==> config.mk <==
export PLATFORM = sky130hd
export DESIGN_NAME = carryadder_sliced
export DESIGN_NICKNAME = d
export VERILOG_FILES = /design/src/rtl/carryadder_pkg.sv /design/src/rtl/carryadder_sliced_adder_slice.sv /design/src/rtl/carryadder_sliced.sv
export SDC_FILE = /design/constraint.sdc
export NUM_CORES = 1
export LEC_CHECK = 0
export CELL_PAD_IN_SITES_DETAIL_PLACEMENT = 1
export CELL_PAD_IN_SITES_GLOBAL_PLACEMENT = 1
export CORE_ASPECT_RATIO = 1.75
export CORE_MARGIN = 2
export CORE_UTILIZATION = 52
export CTS_BUF_LIST = sky130_fd_sc_hd__clkbuf_8
export CTS_CLUSTER_SIZE = 28
export DETAILED_ROUTE_END_ITERATION = 7
export DONT_BUFFER_PORTS = 1
export HOLD_SLACK_MARGIN = 0.06
export PLACE_DENSITY_LB_ADDON = 0.1
export SLEW_MARGIN = 20
export SYNTH_ARGS = -nofsm -noshare
export SYNTH_HDL_FRONTEND = slang
export SYNTH_SLANG_ARGS = --single-unit
==> constraint.sdc <==
create_clock -name aclk -period 7.6 [get_ports aclk]
set_clock_uncertainty 0.05 [all_clocks]
set_input_delay 1.14 -clock aclk [delete_from_list [all_inputs] [get_ports aclk]]
set_output_delay 1.14 -clock aclk [all_outputs]
set_load 0.03 [all_outputs]
==> src/rtl/carryadder_pkg.sv <==
// Shared types and helpers for the slice-serial adder/subtractor.
package carryadder_pkg;

    typedef enum logic {
        IDLE,
        RUN
    } state_t;

    typedef enum logic {
        MODE_ADD,
        MODE_SUB
    } mode_t;

    // Slice counter width; a single-slice configuration still needs one bit.
    function automatic int unsigned cnt_width(input int unsigned nslices);
        return (nslices > 1) ? $clog2(nslices) : 1;
    endfunction

endpackage

==> src/rtl/carryadder_sliced_adder_slice.sv <==
// Combinational SLICE-bit ripple adder; also exposes the carry into its MSB.
module adder_slice #(
    parameter int unsigned SLICE = 2
) (
    input  logic [SLICE-1:0] a,
    input  logic [SLICE-1:0] b,
    input  logic             cin,
    output logic [SLICE-1:0] sum,
    output logic             cout,
    output logic             cmsb
);

    logic c;

    always_comb begin
        c    = cin;
        sum  = '0;
        cmsb = 1'b0;
        for (int unsigned i = 0; i < SLICE; i++) begin
            if (i == SLICE - 1) cmsb = c;
            sum[i] = a[i] ^ b[i] ^ c;
            c      = (a[i] & b[i]) | (a[i] & c) | (b[i] & c);
        end
        cout = c;
    end

endmodule

==> src/rtl/carryadder_sliced.sv <==
// Slice-serial ripple-carry adder/subtractor: one SLICE-bit slice per enabled cycle, LSB first.
module carryadder_sliced
    import carryadder_pkg::*;
#(
    parameter int unsigned WIDTH = 16,
    parameter int unsigned SLICE = 2
) (
    input  logic             aclk,
    input  logic             aresetn,
    input  logic             rx_enable,
    input  logic             rx_write,
    input  logic             rx_strobe,
    input  logic             rx_mode,
    input  logic             rx_carryflag,
    input  logic [WIDTH-1:0] rx_addend0,
    input  logic [WIDTH-1:0] rx_addend1,
    output logic [WIDTH-1:0] tx_sum,
    output logic             tx_carryflag,
    output logic             tx_zeroflag,
    output logic             tx_overflowflag,
    output logic             tx_negflag,
    output logic             tx_ready,
    output logic             tx_done
);

    localparam int unsigned NSLICES = WIDTH / SLICE;
    localparam int unsigned CW      = cnt_width(NSLICES);

    state_t           state;
    mode_t            mode;
    logic [CW-1:0]    cnt;
    logic             carry;
    logic [WIDTH-1:0] op_a;
    logic [WIDTH-1:0] op_b;
    logic [WIDTH-1:0] work;
    logic [WIDTH-1:0] next_work;

    logic [SLICE-1:0] a_sl;
    logic [SLICE-1:0] b_sl;
    logic [SLICE-1:0] s_sum;
    logic             s_cout;
    logic             s_cmsb;
    logic             last;

    assign last = (cnt == CW'(NSLICES - 1));

    always_comb begin
        a_sl = '0;
        b_sl = '0;
        for (int unsigned k = 0; k < NSLICES; k++) begin
            if (cnt == CW'(k)) begin
                a_sl = op_a[k*SLICE +: SLICE];
                b_sl = op_b[k*SLICE +: SLICE];
            end
        end
    end

    adder_slice #(.SLICE(SLICE)) u_slice (
        .a    (a_sl),
        .b    ((mode == MODE_SUB) ? ~b_sl : b_sl),
        .cin  (carry),
        .sum  (s_sum),
        .cout (s_cout),
        .cmsb (s_cmsb)
    );

    // Working sum with the current slice merged in, so the commit sees the final slice.
    always_comb begin
        next_work = work;
        for (int unsigned k = 0; k < NSLICES; k++) begin
            if (cnt == CW'(k)) next_work[k*SLICE +: SLICE] = s_sum;
        end
    end

    always_ff @(posedge aclk) begin
        if (!aresetn) begin
            state           <= IDLE;
            mode            <= MODE_ADD;
            cnt             <= '0;
            carry           <= 1'b0;
            op_a            <= '0;
            op_b            <= '0;
            work            <= '0;
            tx_sum          <= '0;
            tx_carryflag    <= 1'b0;
            tx_zeroflag     <= 1'b1;
            tx_overflowflag <= 1'b0;
            tx_negflag      <= 1'b0;
            tx_ready        <= 1'b1;
            tx_done         <= 1'b0;
        end else begin
            // tx_done is a pulse and drops even when rx_enable is low.
            tx_done <= 1'b0;
            if (rx_enable) begin
                case (state)
                    IDLE: begin
                        if (rx_write) begin
                            op_a <= rx_addend0;
                            op_b <= rx_addend1;
                            mode <= rx_mode ? MODE_SUB : MODE_ADD;
                        end else if (rx_strobe) begin
                            state    <= RUN;
                            tx_ready <= 1'b0;
                            cnt      <= '0;
                            carry    <= (mode == MODE_SUB) ? ~rx_carryflag : rx_carryflag;
                            work     <= '0;
                        end
                    end
                    RUN: begin
                        work  <= next_work;
                        carry <= s_cout;
                        if (last) begin
                            state           <= IDLE;
                            tx_ready        <= 1'b1;
                            tx_done         <= 1'b1;
                            cnt             <= '0;
                            tx_sum          <= next_work;
                            tx_carryflag    <= (mode == MODE_SUB) ? ~s_cout : s_cout;
                            tx_overflowflag <= s_cmsb ^ s_cout;
                            tx_zeroflag     <= (next_work == '0);
                            tx_negflag      <= next_work[WIDTH-1];
                        end else begin
                            cnt <= cnt + CW'(1);
                        end
                    end
                    default: state <= IDLE;
                endcase
            end
        end
    end

endmodule

==> flow_summary.yaml <==
outcome:
  outcome: "complete, no violations"
die:
  rows: 39
  core_um2: 6490
  die_area_um2: 7340
  die_h_um: 112
  die_width_um: 65.6
  start_util_pct: 53.2
  ios: 61
sta:
  maxSlewViolCount: 0
  rsz0062_at_grt: "no"
  max_freq_mhz: 209
  setup_viol: 0
  relSlewSlack_pct: 39.4
  worst-slew-pin-transition_ns: 0.909
  fin_crit_ns: 4.79
  tns_ns: 0
  finalHoldViolations: 0
  fin_crit_sh_pct: 63.0
flow_run:
  drv_cap: 0
hold_path:
  hold_class: "reg -> reg"
logic_synthesis:
  synthesis.area_um2: 3460
  synthArstFlopShare_pct: 0
  synth_ff_type: "dfxtp_1"
  ys_seq_elements: 73
  avgSynthCellArea_um2: 7.85
  synth_cell_types: 43
  synth_edf_count: 0
  ys_seq_area_share_pct: 42.3
  syn_nets: 487
  syn_inst: 440
  yosysWarnings: 0
worst_setup_path:
  reg2reg_to: "tx_zeroflag"
  cp-endpoint: "tx_zeroflag"
  cp-startpoint: "cnt[2]"
  worstSetupPathType: "reg -> reg"
  critPathLaunchType: "flop"
  path_max_fanout: 19
  r2r_slack_ns: 2.81
  arrival_ns: 5.03
  worstReg2RegStart: "cnt[2]"
  cp.required_ns: 7.84
  endpoint_kind: "flop"
  r2r_cells: 14
detailed_routing:
  routed_wl_um: 9380
  drc: 0
  drt_iter0_markers: 172
  first_pass_iters: 4
  vias: 3029
  topRoutingLayerUsed: "met4"
  wl_met1_um: 3570
  wl_per_cell_um: 18.9
  wl_met3_um: 361
  ant_nets: 0
  wl_met2_um: 5170
  routed_via_density: 6.11
clocking:
  root_buffer: "clkbuf_8"
  htree_levels: 3
  ctsHoldBuffers: 0
  cts.sinks: 73
  insertion_delay_ns: 0.36
  postCtsSetupRepairBufs: 0
  cts_tree: "yes"
  cts_resized: 0
  clockBufferDepth: 2
  cts_buffers: 9
  path_clk_slew_ns: 0.08
placement:
  hpwlAfterDp_um: 6630
  finalWeightedCongestion: 0.878
  io_buffer_count: 0
final_layout:
  layout_commonest_cell: "nand2_1"
  num-nets-final: 459
  n_antenna_cell: 0
  fillCellCount: 810
  drive_above_1_share_pct: 4.83
  layout_common_cells: "nand2_1, dfxtp_1, a21oi_1, nor2_1, o21ai_0"
  syn2layout_area_growth_pct: 3.29
  finish.utilization_pct: 55.0
global_route:
  grt_pass1_vias: 3126
  grt_overflow: 0
  grt_max_degree: 70
  antenna_found_initial: 0
  grt_pass1_wl_um: 15200
  grt_use_total_pct: 27.2
power:
  p_leak_uw: 0.00120
  powerDensity_nw_per_um2: 206
  ir_drop_v: 0.000139
[sequential cells by signal (all words and copies together) (netlist names)]
register	cells
carry	1
cnt	3
mode	1
op_a	16
op_b	16
state	1
tx_carryflag	1
tx_done	1
tx_overflowflag	1
tx_ready	1
tx_sum	16
tx_zeroflag	1
work	14
[final cells by class]
class / count / area, um2 / share of cell area, %
inverter: 8 / 31.3 / 0.876
clock buffer: 12 / 165 / 4.63
sequential: 73 / 1460 / 40.9
clock inverter: 1 / 3.75 / 0.105
tap: 82 / 103 / 2.87
multi-input combinational: 320 / 1810 / 50.6
[worst min-delay path by stage]
stage	startpoint	to	slack, ns	cells after the start
after floorplan	op_b[10]	op_b[10]	0.38	2
after global placement	op_b[10]	op_b[10]	0.39	2
after detailed placement	op_b[10]	op_b[10]	0.39	2
after CTS	op_b[10]	op_b[10]	0.40	2
after global routing	op_b[8]	op_b[8]	0.43	2
final	op_b[10]	op_b[10]	0.40	2
[report_power, final]
part           internal (uW)  switching [uW]  total (uW)
Clock                    139             136         275
Combinational           18.7            40.9        59.6
Sequential               392            8.42         400
[critical path, cell delays in order (launching register included)]
cell,delay (ns)
dfxtp_1,0.68
inv_1,0.22
ha_1,0.44
or2_2,0.38
a221oi_1,0.22
o22ai_1,0.15
a22oi_1,0.21
xnor2_1,0.11
fa_1,0.44
fa_1,0.70
nor3b_1,0.30
o221ai_1,0.16
a2111oi_2,0.34
nand4_1,0.16
o211ai_2,0.16
[metrics by stage]
step                setup WS (ns)  instances  total power [uW]  instance area, um2  hold WS (ns)
floorplan                    4.06        440               453                3460         0.381
global placement             3.16        483               466                3390         0.391
global route                 2.58        496               761                3570         0.429
finish                       2.81        496               735                3570         0.400
CTS                          2.94        496               737                3560         0.403
detailed placement           2.97        483               468                3390         0.393
[synth_stat cells, types with 3 or more instances]
cell,count,area (um2)
mux2i_1,10,100
nor3_1,3,15.0
dfxtp_1,73,1460
a221o_1,3,30.0
a32oi_1,3,26.3
inv_1,7,26.3
a311oi_1,4,35.0
buf_2,8,40.0
and3_1,4,25.0
nor2b_1,10,62.6
a221oi_1,7,61.3
buf_4,3,22.5
ha_1,6,75.1
nor2_1,42,158
a211oi_1,11,82.6
a21oi_1,49,245
a22oi_1,15,113
nand2_1,96,360
clkbuf_1,28,105
xnor2_1,5,43.8
nand2b_1,3,18.8
o21ai_0,20,100
[cells by family after synthesis]
family | share of synthesized area (%)
and+or+nand+nor | 21.0
AOI/OAI and AO/OA | 23.5
DFF | 42.3
buffers and inverters | 5.72
muxes | 2.90
adders and majority gates | 3.33
xor gates and xnor gates | 1.27
[routing by layer]
metal | vias to the layer above | track usage [%]
met5 | - | 0
met4 | 0 | 12.6
met3 | 20 | 6.87
met2 | 85 | 49.8
met1 | 1468 | 27.6
li1 | 1456 | -
No activity file was read; power rests on OpenSTA's default activity.
